===== config.mk =====
export PLATFORM = sky130hd
export DESIGN_NAME = ocp_slave_fsm_flat
export DESIGN_NICKNAME = d
export VERILOG_FILES = /design/src/rtl/ocp_slave_fsm_pkg.sv /design/src/rtl/ocp_slave_fsm_if.sv /design/src/rtl/ocp_slave_mem.sv /design/src/rtl/ocp_slave_fsm.sv /design/src/flat_wrapper.sv
export SDC_FILE = /design/constraint.sdc
export NUM_CORES = 1
export LEC_CHECK = 0
export CORE_UTILIZATION = 61
export DETAILED_ROUTE_END_ITERATION = 8
export GPL_TIMING_DRIVEN = 0
export PLACE_DENSITY = 0.9
export SLEW_MARGIN = 30
export SYNTH_ARGS = -nofsm -noshare
export SYNTH_HDL_FRONTEND = slang
export SYNTH_SLANG_ARGS = --single-unit
export TNS_END_PERCENT = 50

===== constraint.sdc =====
create_clock -name sys_clk -period 15.3 [get_ports sys_clk]
set_input_delay 3.825 -clock sys_clk [delete_from_list [all_inputs] [get_ports sys_clk]]
set_output_delay 3.825 -clock sys_clk [all_outputs]
set_load 0.05 [all_outputs]

===== src/rtl/ocp_slave_fsm_pkg.sv =====
// Shared definitions for the OCP slave target.
// Holds the MCmd and SResp encodings, the FSM state encoding, the burst-length
// width and a helper that maps a zero burst length onto one beat.
package ocp_slave_fsm_pkg;

  typedef enum logic [2:0] {
    MCMD_IDLE = 3'd0,
    MCMD_WR   = 3'd1,
    MCMD_RD   = 3'd2,
    MCMD_RDEX = 3'd3,
    MCMD_RDL  = 3'd4,
    MCMD_WRNP = 3'd5,
    MCMD_WRC  = 3'd6,
    MCMD_BCST = 3'd7
  } mcmd_e;

  typedef enum logic [1:0] {
    SRESP_NULL = 2'd0,
    SRESP_DVA  = 2'd1,
    SRESP_FAIL = 2'd2,
    SRESP_ERR  = 2'd3
  } sresp_e;

  typedef enum logic [1:0] {
    ST_IDLE  = 2'd0,
    ST_WAIT  = 2'd1,
    ST_BURST = 2'd2,
    ST_SRESP = 2'd3
  } state_e;

  localparam int BLEN_W = 10;

  // A burst length of zero is treated as a single beat.
  function automatic logic [BLEN_W-1:0] eff_len(input logic [BLEN_W-1:0] len);
    return (len == '0) ? BLEN_W'(1) : len;
  endfunction

endpackage


===== src/rtl/ocp_slave_fsm_if.sv =====
// OCP request/response bundle between a master and ocp_slave_fsm.
//   MCmd/MAddr/MData/MBurstLength/MBurstSingleReq/MReqLast : request (master -> slave)
//   SCmdAccept                                               : request accept (slave -> master)
//   SResp/SData/SRespLast                                    : response (slave -> master)
// Handshake: a request is valid while MCmd != IDLE and the master holds all request
// fields stable until SCmdAccept is seen high; the request transfers on the rising
// edge where MCmd != IDLE and SCmdAccept == 1. Responses are valid whenever
// SResp != NULL and are never throttled (the master has no response accept).
interface ocp_slave_fsm_if
  import ocp_slave_fsm_pkg::*;
#(
  parameter int MADDR_WIDTH = 64,
  parameter int MDATA_WIDTH = 8
);
  logic [2:0]             MCmd;
  logic [MADDR_WIDTH-1:0] MAddr;
  logic [MDATA_WIDTH-1:0] MData;
  logic [BLEN_W-1:0]      MBurstLength;
  logic                   MBurstSingleReq;
  logic                   MReqLast;
  logic                   SCmdAccept;
  logic [1:0]             SResp;
  logic [MDATA_WIDTH-1:0] SData;
  logic                   SRespLast;

  modport master (
    output MCmd, MAddr, MData, MBurstLength, MBurstSingleReq, MReqLast,
    input  SCmdAccept, SResp, SData, SRespLast
  );

  modport slave (
    input  MCmd, MAddr, MData, MBurstLength, MBurstSingleReq, MReqLast,
    output SCmdAccept, SResp, SData, SRespLast
  );
endinterface


===== src/rtl/ocp_slave_mem.sv =====
// Backing store for the OCP slave: DEPTH x WIDTH flops.
//   clk, rst          : clock, asynchronous active-high clear of every word
//   we, waddr, wdata  : synchronous write port
//   raddr, rdata      : asynchronous (combinational) read port
module ocp_slave_mem #(
  parameter int DEPTH = 16,
  parameter int WIDTH = 8,
  parameter int AW    = $clog2(DEPTH)
) (
  input  logic             clk,
  input  logic             rst,
  input  logic             we,
  input  logic [AW-1:0]    waddr,
  input  logic [WIDTH-1:0] wdata,
  input  logic [AW-1:0]    raddr,
  output logic [WIDTH-1:0] rdata
);
  logic [WIDTH-1:0] mem [DEPTH];

  always_ff @(posedge clk or posedge rst) begin
    if (rst) begin
      for (int i = 0; i < DEPTH; i++) mem[i] <= '0;
    end else if (we) begin
      mem[waddr] <= wdata;
    end
  end

  assign rdata = mem[raddr];
endmodule


===== src/rtl/ocp_slave_fsm.sv =====
// OCP slave target backed by a small register memory.
// Accepts single requests, multi-request bursts and single-request read bursts,
// answers reads with DVA/ERR and posts writes without a response.
//   sys_clk, reset : clock, asynchronous active-high reset
//   bus            : OCP request/response bundle (slave side)
//   protocol_err   : sticky flag for MReqLast/beat-count mismatch or single-request write
//   state_dbg      : current FSM state
module ocp_slave_fsm
  import ocp_slave_fsm_pkg::*;
#(
  parameter int MADDR_WIDTH    = 64,
  parameter int MDATA_WIDTH    = 8,
  parameter int MEM_DEPTH      = 16,
  parameter int ADDR_LSB       = 2,
  parameter int ACCEPT_LATENCY = 0
) (
  input  logic            sys_clk,
  input  logic            reset,
  ocp_slave_fsm_if.slave  bus,
  output logic            protocol_err,
  output state_e          state_dbg
);
  localparam int IDX_W = $clog2(MEM_DEPTH);
  localparam logic [IDX_W-1:0]  IDX_ONE = IDX_W'(1);
  localparam logic [BLEN_W-1:0] LEN_ONE = BLEN_W'(1);
  localparam logic [3:0]        LAT     = 4'(ACCEPT_LATENCY);

  // Request decode
  mcmd_e             cmd;
  logic [IDX_W-1:0]  req_idx;
  logic              req_oor;
  logic [BLEN_W-1:0] req_len;

  assign cmd     = mcmd_e'(bus.MCmd);
  assign req_idx = bus.MAddr[ADDR_LSB +: IDX_W];
  // Any address bit above the word index puts the request outside the memory.
  assign req_oor = (bus.MAddr >> (ADDR_LSB + IDX_W)) != '0;
  assign req_len = eff_len(bus.MBurstLength);

  // State and response registers
  state_e            state_q, state_d;
  logic [3:0]        wait_cnt_q, wait_cnt_d;
  logic [BLEN_W-1:0] beat_cnt_q, beat_cnt_d;
  logic [IDX_W-1:0]  srq_idx_q, srq_idx_d;
  logic              srq_oor_q, srq_oor_d;
  sresp_e            sresp_q, sresp_d;
  logic [MDATA_WIDTH-1:0] sdata_q, sdata_d;
  logic              slast_q, slast_d;
  logic              perr_q, perr_d;

  // Combinational helpers
  logic accept, in_burst, multi, exp_last, resp_last;
  logic mem_we;
  logic [IDX_W-1:0] mem_raddr;
  logic [MDATA_WIDTH-1:0] mem_rdata;

  ocp_slave_mem #(
    .DEPTH (MEM_DEPTH),
    .WIDTH (MDATA_WIDTH)
  ) u_mem (
    .clk   (sys_clk),
    .rst   (reset),
    .we    (mem_we),
    .waddr (req_idx),
    .wdata (bus.MData),
    .raddr (mem_raddr),
    .rdata (mem_rdata)
  );

  always_ff @(posedge sys_clk or posedge reset) begin
    if (reset) begin
      state_q    <= ST_IDLE;
      wait_cnt_q <= '0;
      beat_cnt_q <= '0;
      srq_idx_q  <= '0;
      srq_oor_q  <= 1'b0;
      sresp_q    <= SRESP_NULL;
      sdata_q    <= '0;
      slast_q    <= 1'b0;
      perr_q     <= 1'b0;
    end else begin
      state_q    <= state_d;
      wait_cnt_q <= wait_cnt_d;
      beat_cnt_q <= beat_cnt_d;
      srq_idx_q  <= srq_idx_d;
      srq_oor_q  <= srq_oor_d;
      sresp_q    <= sresp_d;
      sdata_q    <= sdata_d;
      slast_q    <= slast_d;
      perr_q     <= perr_d;
    end
  end

  always_comb begin
    state_d    = state_q;
    wait_cnt_d = wait_cnt_q;
    beat_cnt_d = beat_cnt_q;
    srq_idx_d  = srq_idx_q;
    srq_oor_d  = srq_oor_q;
    sresp_d    = SRESP_NULL;   // responses last exactly one cycle
    sdata_d    = '0;
    slast_d    = 1'b0;
    perr_d     = perr_q;
    accept     = 1'b0;
    in_burst   = 1'b0;
    multi      = 1'b0;
    exp_last   = 1'b0;
    resp_last  = 1'b1;
    mem_we     = 1'b0;
    mem_raddr  = req_idx;

    case (state_q)
      ST_IDLE: begin
        if (cmd != MCMD_IDLE) begin
          if (ACCEPT_LATENCY == 0) begin
            accept = 1'b1;
          end else begin
            state_d    = ST_WAIT;
            wait_cnt_d = 4'd1;
          end
        end
      end
      ST_WAIT: begin
        if (cmd == MCMD_IDLE) begin
          state_d    = ST_IDLE;
          wait_cnt_d = '0;
        end else if (wait_cnt_q == LAT) begin
          accept = 1'b1;
        end else begin
          wait_cnt_d = wait_cnt_q + 4'd1;
        end
      end
      ST_BURST: begin
        // Follow-on requests of a multi-request burst never wait.
        if (cmd != MCMD_IDLE) begin
          accept   = 1'b1;
          in_burst = 1'b1;
        end
      end
      ST_SRESP: begin
        // beat_cnt holds the beats still owed; the request port is closed.
        mem_raddr  = srq_idx_q;
        sresp_d    = srq_oor_q ? SRESP_ERR : SRESP_DVA;
        sdata_d    = srq_oor_q ? '0 : mem_rdata;
        slast_d    = (beat_cnt_q <= LEN_ONE);
        beat_cnt_d = beat_cnt_q - LEN_ONE;
        srq_idx_d  = srq_idx_q + IDX_ONE;
        if (beat_cnt_q <= LEN_ONE) begin
          state_d    = ST_IDLE;
          beat_cnt_d = '0;
        end
      end
      default: state_d = ST_IDLE;
    endcase

    if (accept) begin
      wait_cnt_d = '0;
      state_d    = ST_IDLE;
      multi      = in_burst || (!bus.MBurstSingleReq && (req_len > LEN_ONE));
      if (multi) begin
        // The opening request of a burst longer than one beat is never the last.
        exp_last  = in_burst && (beat_cnt_q == LEN_ONE);
        resp_last = bus.MReqLast;
        if (bus.MReqLast != exp_last) perr_d = 1'b1;
        if (bus.MReqLast) begin
          beat_cnt_d = '0;
        end else begin
          state_d = ST_BURST;
          if (!in_burst) begin
            beat_cnt_d = req_len - LEN_ONE;
          end else if (beat_cnt_q != '0) begin
            beat_cnt_d = beat_cnt_q - LEN_ONE;
          end
        end
      end

      case (cmd)
        MCMD_WR: begin
          mem_we = !req_oor;
          // No data handshake exists for single-request write bursts: keep beat 0 only.
          if (bus.MBurstSingleReq && !in_burst) perr_d = 1'b1;
        end
        MCMD_RD: begin
          sresp_d = req_oor ? SRESP_ERR : SRESP_DVA;
          sdata_d = req_oor ? '0 : mem_rdata;
          slast_d = resp_last;
          if (!multi && bus.MBurstSingleReq && (req_len > LEN_ONE)) begin
            state_d    = ST_SRESP;
            beat_cnt_d = req_len - LEN_ONE;
            srq_idx_d  = req_idx + IDX_ONE;
            srq_oor_d  = req_oor;
            slast_d    = 1'b0;
          end
        end
        default: begin
          sresp_d = SRESP_ERR;
          sdata_d = '0;
          slast_d = 1'b1;
        end
      endcase
    end
  end

  assign bus.SCmdAccept = accept;
  assign bus.SResp      = sresp_q;
  assign bus.SData      = sdata_q;
  assign bus.SRespLast  = slast_q;
  assign protocol_err   = perr_q;
  assign state_dbg      = state_q;
endmodule


===== src/flat_wrapper.sv =====
// flat-port wrapper written by rule: the top's interface ports become plain ports
module ocp_slave_fsm_flat import ocp_slave_fsm_pkg::*;
#(
  parameter int MADDR_WIDTH    = 64,
  parameter int MDATA_WIDTH    = 8,
  parameter int MEM_DEPTH      = 16,
  parameter int ADDR_LSB       = 2,
  parameter int ACCEPT_LATENCY = 0
)
  (sys_clk, reset, protocol_err, state_dbg, bus_MCmd, bus_MAddr, bus_MData, bus_MBurstLength, bus_MBurstSingleReq, bus_MReqLast, bus_SCmdAccept, bus_SResp, bus_SData, bus_SRespLast);
  ocp_slave_fsm_if #(.MADDR_WIDTH(MADDR_WIDTH), .MDATA_WIDTH(MDATA_WIDTH)) bus_i ();
  input  logic sys_clk;
  input  logic reset;
  output logic protocol_err;
  output state_e state_dbg;
  input wire logic [$bits(bus_i.MCmd)-1:0] bus_MCmd;
  input wire logic [$bits(bus_i.MAddr)-1:0] bus_MAddr;
  input wire logic [$bits(bus_i.MData)-1:0] bus_MData;
  input wire logic [$bits(bus_i.MBurstLength)-1:0] bus_MBurstLength;
  input wire logic [$bits(bus_i.MBurstSingleReq)-1:0] bus_MBurstSingleReq;
  input wire logic [$bits(bus_i.MReqLast)-1:0] bus_MReqLast;
  output wire logic [$bits(bus_i.SCmdAccept)-1:0] bus_SCmdAccept;
  output wire logic [$bits(bus_i.SResp)-1:0] bus_SResp;
  output wire logic [$bits(bus_i.SData)-1:0] bus_SData;
  output wire logic [$bits(bus_i.SRespLast)-1:0] bus_SRespLast;
  assign bus_i.MCmd = bus_MCmd;
  assign bus_i.MAddr = bus_MAddr;
  assign bus_i.MData = bus_MData;
  assign bus_i.MBurstLength = bus_MBurstLength;
  assign bus_i.MBurstSingleReq = bus_MBurstSingleReq;
  assign bus_i.MReqLast = bus_MReqLast;
  assign bus_SCmdAccept = bus_i.SCmdAccept;
  assign bus_SResp = bus_i.SResp;
  assign bus_SData = bus_i.SData;
  assign bus_SRespLast = bus_i.SRespLast;
  ocp_slave_fsm #(.MADDR_WIDTH(MADDR_WIDTH), .MDATA_WIDTH(MDATA_WIDTH), .MEM_DEPTH(MEM_DEPTH), .ADDR_LSB(ADDR_LSB), .ACCEPT_LATENCY(ACCEPT_LATENCY)) u_core (.sys_clk(sys_clk), .reset(reset), .bus(bus_i), .protocol_err(protocol_err), .state_dbg(state_dbg));
endmodule

# Word-level counts from Yosys, hierarchy flattened
# Index checks and enable logic that the tools add are counted.
# totals
in_bits	89
out_inout_bits	15
wordCells	130
register_bits	161
# classes
bitwise	2
n_eq_ne	10
n_addsub	5
magnitude_cmp	5
mux	59
reduce_logical	24
# ops
op	count
bitwise mux 128 bit	1
2-to-1 mux 10 bit	10
nonzero test 64 bit	1
2-to-1 mux 8 bit	7
2-to-1 mux 4 bit	9
binary-select mux 8 bit (select 4 bit)	1
demux 8 bit (select 4 bit)	1
2-to-1 mux 2 bit	11
subtractor 10 x 1 -> 10 bit, second input constant	2
case mux 8 bit (2 select lines)	1
2-to-1 mux 1 bit	14
adder 4 x 1 -> 4 bit, second input constant	3
equality test 10 x 1 -> 1 bit, second input constant	1
greater-or-equal comparator 5 bit, second input constant	2
greater-than comparator 10 x 1 -> 1 bit, second input constant	1
less-or-equal comparator 10 x 1 -> 1 bit, second input constant	1
zero test 10 bit	1
inverter 4 -> 5 bit	2
nonzero test 10 bit	1
!= test 3 x 2 -> 1 bit, second input constant	3
case mux 2 bit (2 select lines)	2
logical AND 1 bit	6
AND reduction 3 bit	2
nonzero test 3 bit	2
15 further kinds	20

# Depth between registers and ports, before layout
# depth
word_depth	11
mapped_depth	13

# Cells and area by module
# From an unflattened synthesis, not the netlist that was laid out.
# unflattened
cells_unflattened	675
hier_area_um2	8418.1
# by_module_without_submodules
mod	n_inst	seq_area_each_um2	area_per_inst_um2	cells_each
ocp_slave_mem	1	3203.1	5894.4	366
ocp_slave_fsm	1	825.8	2523.7	309

# Worst setup path after synthesis
# OpenSTA, ideal clock, no wires.
# synth_timing
path_type	input port to output port
startpoint	in bus_MCmd[2]
endpoint	out bus_SCmdAccept
required_ps	11475
slack_ps	6835
path_stages	2
t_arrival_ps	4640
n_path_buf	0
cell_sequence	nor3_1 > nor2_1
# synth_between
elab_chain_len	3
word_cells_on_any_way	5
cone_classes	mux (3); reduce/logical (2)
# synth_rtl
element	line_no	source
start: declaration	flat_wrapper.sv:16	input wire logic [$bits(bus_i.MCmd)-1:0] bus_MCmd;
nonzero test 3 bit or zero test 3 bit (tied branches)	ocp_slave_fsm.sv:114, ocp_slave_fsm.sv:135, ocp_slave_fsm.sv:124	
2-to-1 mux 1 bit (on tied branches)	ocp_slave_fsm.sv:135, ocp_slave_fsm.sv:124	
case mux 1 bit (2 select lines) (*)	ocp_slave_fsm.sv:112	case (state_q)
end: declaration	flat_wrapper.sv:22	output wire logic [$bits(bus_i.SCmdAccept)-1:0] bus_SCmdAccept;
# Every way passes the cells marked *; elsewhere a longest branch is shown, timed or not.

# Worst setup path in the final report
# layout_timing
startpoint	in bus_MCmd[1]
endpoint	out bus_SCmdAccept
# The elaborated chain is that of the path after synthesis.

==> summary by stage <==
Detailed routing
The detailed-routed wire length on met2 is approximately 12000 microns. The length of routed met3 wiring is between 2000 and 2500 microns. The detailed router put a total of roughly 9600 microns of wire on met1. The count of nets left with antenna violations once routing finished came out at 0. The via count normalized by instance count is between 6 and 7. Summing over every cut layer, the via total after detailed routing is around 7400.

The detailed router used layers up to and including met4. The detailed-route wire length is 24800 microns. The number of optimization iterations in the first detailed-route pass is 5.

After detailed routing, the average wire length per cell comes to 22.4 microns. In the routed design, unresolved DRC markers number 0. In this run, the number of DRC markers left after iteration 0 of detailed routing was ~1000.

Synth
A synthesized cell averages 10.9 sq um. Yosys mapped the design onto between 60 and 70 distinct sky130hd cell types. The share of synthesized flip-flops with an asynchronous set or reset is 100%. The synthesized design contains 0 enable-type register cells.

The flip-flop and latch count after synthesis is roughly 160. Synthesis produced a netlist with a net count of 894. The gate count after technology mapping is 793. The area fraction of the dominant cell type after synthesis is a little under half. Yosys attributes the largest share of cell area to sky130_fd_sc_hd__dfrtp_1 46%, sky130_fd_sc_hd__mux2_2 17%, sky130_fd_sc_hd__nand2_1 4.5%. The biggest area contributor in the post-synthesis netlist is sky130_fd_sc_hd__dfrtp_1.

The share of the Yosys chip area taken by registers is a little under half. The mapped netlist covers a little under 9000 sq um. In the synthesized netlist the dominant register cell turns out to be sky130_fd_sc_hd__dfrtp_1. The warning count from the yosys run is 0.

Global route
The maximum number of pins on one net before global-route repair is 82. Global routing consumed, over all layers together, between 30% and 40% of the routing resources. Summed over all layers, the global routing overflow is 0. The first global-routing pass estimated approximately 38000 microns of wire. The initial antenna violation count is 0. The via count of the first global-routing pass is roughly 7300.

Setup path
The most numerous cell type found on the critical path is sky130_fd_sc_hd__clkdlybuf4s50_1. The largest driver fanout on the critical path is 5. Among all stages on the critical path, the largest delay is contributed by sky130_fd_sc_hd__clkdlybuf4s50_1.

The critical path data arrival time is 5580 ps. For the worst setup path, the data required time is 11480 ps. The signal on the critical path passes through clkdlybuf4s50_1 -> nor3_1 -> nor2_1 -> clkdlybuf4s50_1. The worst setup path is of the in2out kind.

The kind of end point of the critical path is an output port. The worst setup path is launched from an input port. On the worst path, the slowest cell contributes a delay of 870 ps.

Clock network
TritonCTS built the clock tree. The longest clock path from root to sink contains 2 buffers. Buffers inserted to repair hold after CTS numbered 0. The total clock buffers created by CTS is 17. The buffer cell driving the clock tree root is sky130_fd_sc_hd__clkbuf_16.

The buffers inserted during post-CTS setup optimization is 0. The later pin in the worst-skew pair is clocked with a latency of 440 ps. The number of cells upsized or downsized after cts is 0.

The tree built by TritonCTS fans out to around 160 sinks. The clock slew at the register clock pins of the worst setup and hold paths is approximately 70 ps. CTS built an H-tree with a depth of 4.

Floorplan
After floorplanning, the core was sized to cover roughly 14000 sq um. The floorplan has 43 rows. For this configuration, the core starts out at a cell density of around 62%. The floorplan step defined a die boundary enclosing roughly 15000 sq um.

The floorplan die width is between 100 and 150 microns. The die is around 120 microns tall. 104 I/O pins were placed.

Cells and area
At the end of the flow, the number of nets in the layout was ~1000. The final core utilization is 75.9%. Cells with a size suffix above 1 make up between 20% and 30% of the layout.

The number of antenna cells inserted is 0. The count of filler cells inserted in the layout is between 800 and 900. From synthesis to final layout, the design area changed by 21.4%.

STA
For the final database, setup skew stands at slightly below 9 ps. Setup repair after global routing left no endpoint under its margin. Setup total negative slack on the finished layout was measured at 0 ps. The part of the cycle the worst path needs is 61.5%. Measured against its own limit, the worst slew margin works out to between 30% and 40%. The highest achievable clock rate is 106 MHz. The final number of max-transition violations is 0. The final count of hold timing violations is 0. The transition time at the pin with the least slew margin is between 900 and 1000 ps.

Setup violations remaining at the end of the flow were counted as 0. The worst path in the final design needs a cycle of between 9000 and 10000 ps, including I/O delays and setup.

Pwr
For this design the ratio of total power to cell area is just over 100 nW/um^2. For this design the static power due to leakage is roughly 4.7 nW. The total design power is 1.09 mW. Across the VDD grid, the largest voltage drop is approximately 84 uV.

Flow run
Max-cap violations in this run came to 0.

Worst hold path
The class of the most critical hold timing path is reg2reg.

Placement
The final weighted congestion of routability-driven global placement is around 0.89. The HPWL after detailed placement is approximately 16000 microns. The quantity of I/O buffers inserted on ports is 100.

Outcome
The flow ran to the end, and the final reports show no timing, DRC or antenna violations.
## final cells by class
type	instances	area (sq um)	share of cell area (%)
multi-input combinational	574	4400	41.8
clock buffer	18	429	4.08
tap	180	225	2.14
clock inverter	14	154	1.46
timing repair buffer	101	1030	9.77
sequential	161	4030	38.3
inverter	12	52.6	0.499
buffer	46	213	2.02
## final timing paths
| path | depth (start not counted) | end | start | slack (ps) |
|---|---|---|---|---|
| hold reg to reg | 1 | u_core.protocol_err | u_core.protocol_err | 480 |
| min in group asynchronous | 2 | u_core.u_mem.mem[114] | reset | 3880 |
| hold / removal | 1 | u_core.protocol_err | u_core.protocol_err | 480 |
| setup reg to reg | 6 | u_core.bus.SData[4] | u_core.state_dbg[1] | 12340 |
| setup / recovery | 4 | bus_SCmdAccept | bus_MCmd[1] | 5890 |
| max in group asynchronous | 3 | u_core.u_mem.mem[23] | reset | 10640 |
## state kept, by name (all words and copies together), names as in the netlist
name and flops:
u_core.u_mem.mem 128, u_core.bus.SData 8, u_core.srq_oor_q 1, u_core.bus.SResp 2, u_core.beat_cnt_q 10, u_core.state_dbg 2
u_core.wait_cnt_q 4, u_core.protocol_err 1, u_core.srq_idx_q 4, u_core.bus.SRespLast 1
## power breakdown
part           internal [mW]  switching [mW]
combinational         0.0788           0.125
sequential             0.439          0.0191
clock                  0.243           0.188
## cell usage after synthesis, types with 8 or more instances
library cell,number
sky130_fd_sc_hd__dfrtp_1,161
sky130_fd_sc_hd__mux2_2,129
sky130_fd_sc_hd__nand2_1,105
sky130_fd_sc_hd__clkbuf_1,30
sky130_fd_sc_hd__a21oi_1,29
sky130_fd_sc_hd__nand3_1,28
sky130_fd_sc_hd__nor2_1,24
sky130_fd_sc_hd__nor4_1,18
sky130_fd_sc_hd__o21ai_0,18
sky130_fd_sc_hd__a32oi_1,17
sky130_fd_sc_hd__mux2i_1,16
sky130_fd_sc_hd__nor3_1,13
sky130_fd_sc_hd__a31oi_1,12
sky130_fd_sc_hd__ha_1,12
sky130_fd_sc_hd__inv_1,12
sky130_fd_sc_hd__nand4_1,12
sky130_fd_sc_hd__buf_2,11
sky130_fd_sc_hd__o22ai_1,11
sky130_fd_sc_hd__xnor2_1,11
sky130_fd_sc_hd__nand4_4,9
sky130_fd_sc_hd__o31ai_1,9
sky130_fd_sc_hd__or3_1,8
## critical path, delay by kind of cell
| family | cells | cell delay, ps |
|---|---|---|
| AND/OR/NAND/NOR | 2 | 350 |
| buffers and inverters | 2 | 1400 |
## metrics by stage
stage / hold WS (ps) / instances / cell area, sq um / setup WS (ps)
2_1_floorplan: 473 / 793 / 8670 / 6830
4_1_cts: 482 / 1106 / 10500 / 5890
3_3_place_gp: 442 / 1073 / 9900 / 4980
6_report: 483 / 1106 / 10500 / 5890
5_1_grt: 492 / 1106 / 10500 / 5830
3_5_place_dp: 468 / 1074 / 9940 / 5900
## layout by cell type (no fill, tap or decap), types with 7 or more instances in the layout
cell type                         netlist  layout
sky130_fd_sc_hd__mux2i_1               16      15
sky130_fd_sc_hd__nand4_2                7       7
sky130_fd_sc_hd__ha_1                  12      12
sky130_fd_sc_hd__o22ai_1               11      11
sky130_fd_sc_hd__or3_1                  8       8
sky130_fd_sc_hd__clkbuf_1              30      31
sky130_fd_sc_hd__o221ai_1               7       7
sky130_fd_sc_hd__clkdlybuf4s50_1        0     100
sky130_fd_sc_hd__nand3_1               28      28
sky130_fd_sc_hd__xnor2_1               11      11
sky130_fd_sc_hd__o31ai_1                9       7
sky130_fd_sc_hd__dfrtp_1              161     161
sky130_fd_sc_hd__inv_1                 12      11
sky130_fd_sc_hd__buf_2                 11      11
sky130_fd_sc_hd__a21oi_1               29      29
sky130_fd_sc_hd__mux2_2               129     129
sky130_fd_sc_hd__a31oi_1               12      12
sky130_fd_sc_hd__nor4_1                18      18
sky130_fd_sc_hd__nor3_1                13      13
sky130_fd_sc_hd__a32oi_1               17      17
sky130_fd_sc_hd__clkbuf_16              0      17
sky130_fd_sc_hd__nor2_1                24      24
sky130_fd_sc_hd__o21ai_0               18      18
sky130_fd_sc_hd__nand2_1              105     105
sky130_fd_sc_hd__nand4_4                9       9
sky130_fd_sc_hd__nand4_1               12      12
## cells by family (layout without fill, tap and decap cells)
group / after synthesis / count (layout) / share of synthesized area (%)
simple gates: 258 / 258 / 17.1
flops: 161 / 161 / 46.5
mux: 145 / 145 / 18.6
compound gates: 142 / 142 / 11.5
buf+inv: 58 / 191 / 2.97
xor+xnor: 17 / 17 / 1.72
fa+ha+maj: 12 / 12 / 1.73
## routing by layer
metal | track usage, % | vias to the layer above
met1 | 45.1 | 3688
li1 | - | 3187
met3 | 7.61 | 92
met2 | 56.2 | 446
met5 | 0 | -
met4 | 14.3 | 0
Power figures use the tool's default switching activity.
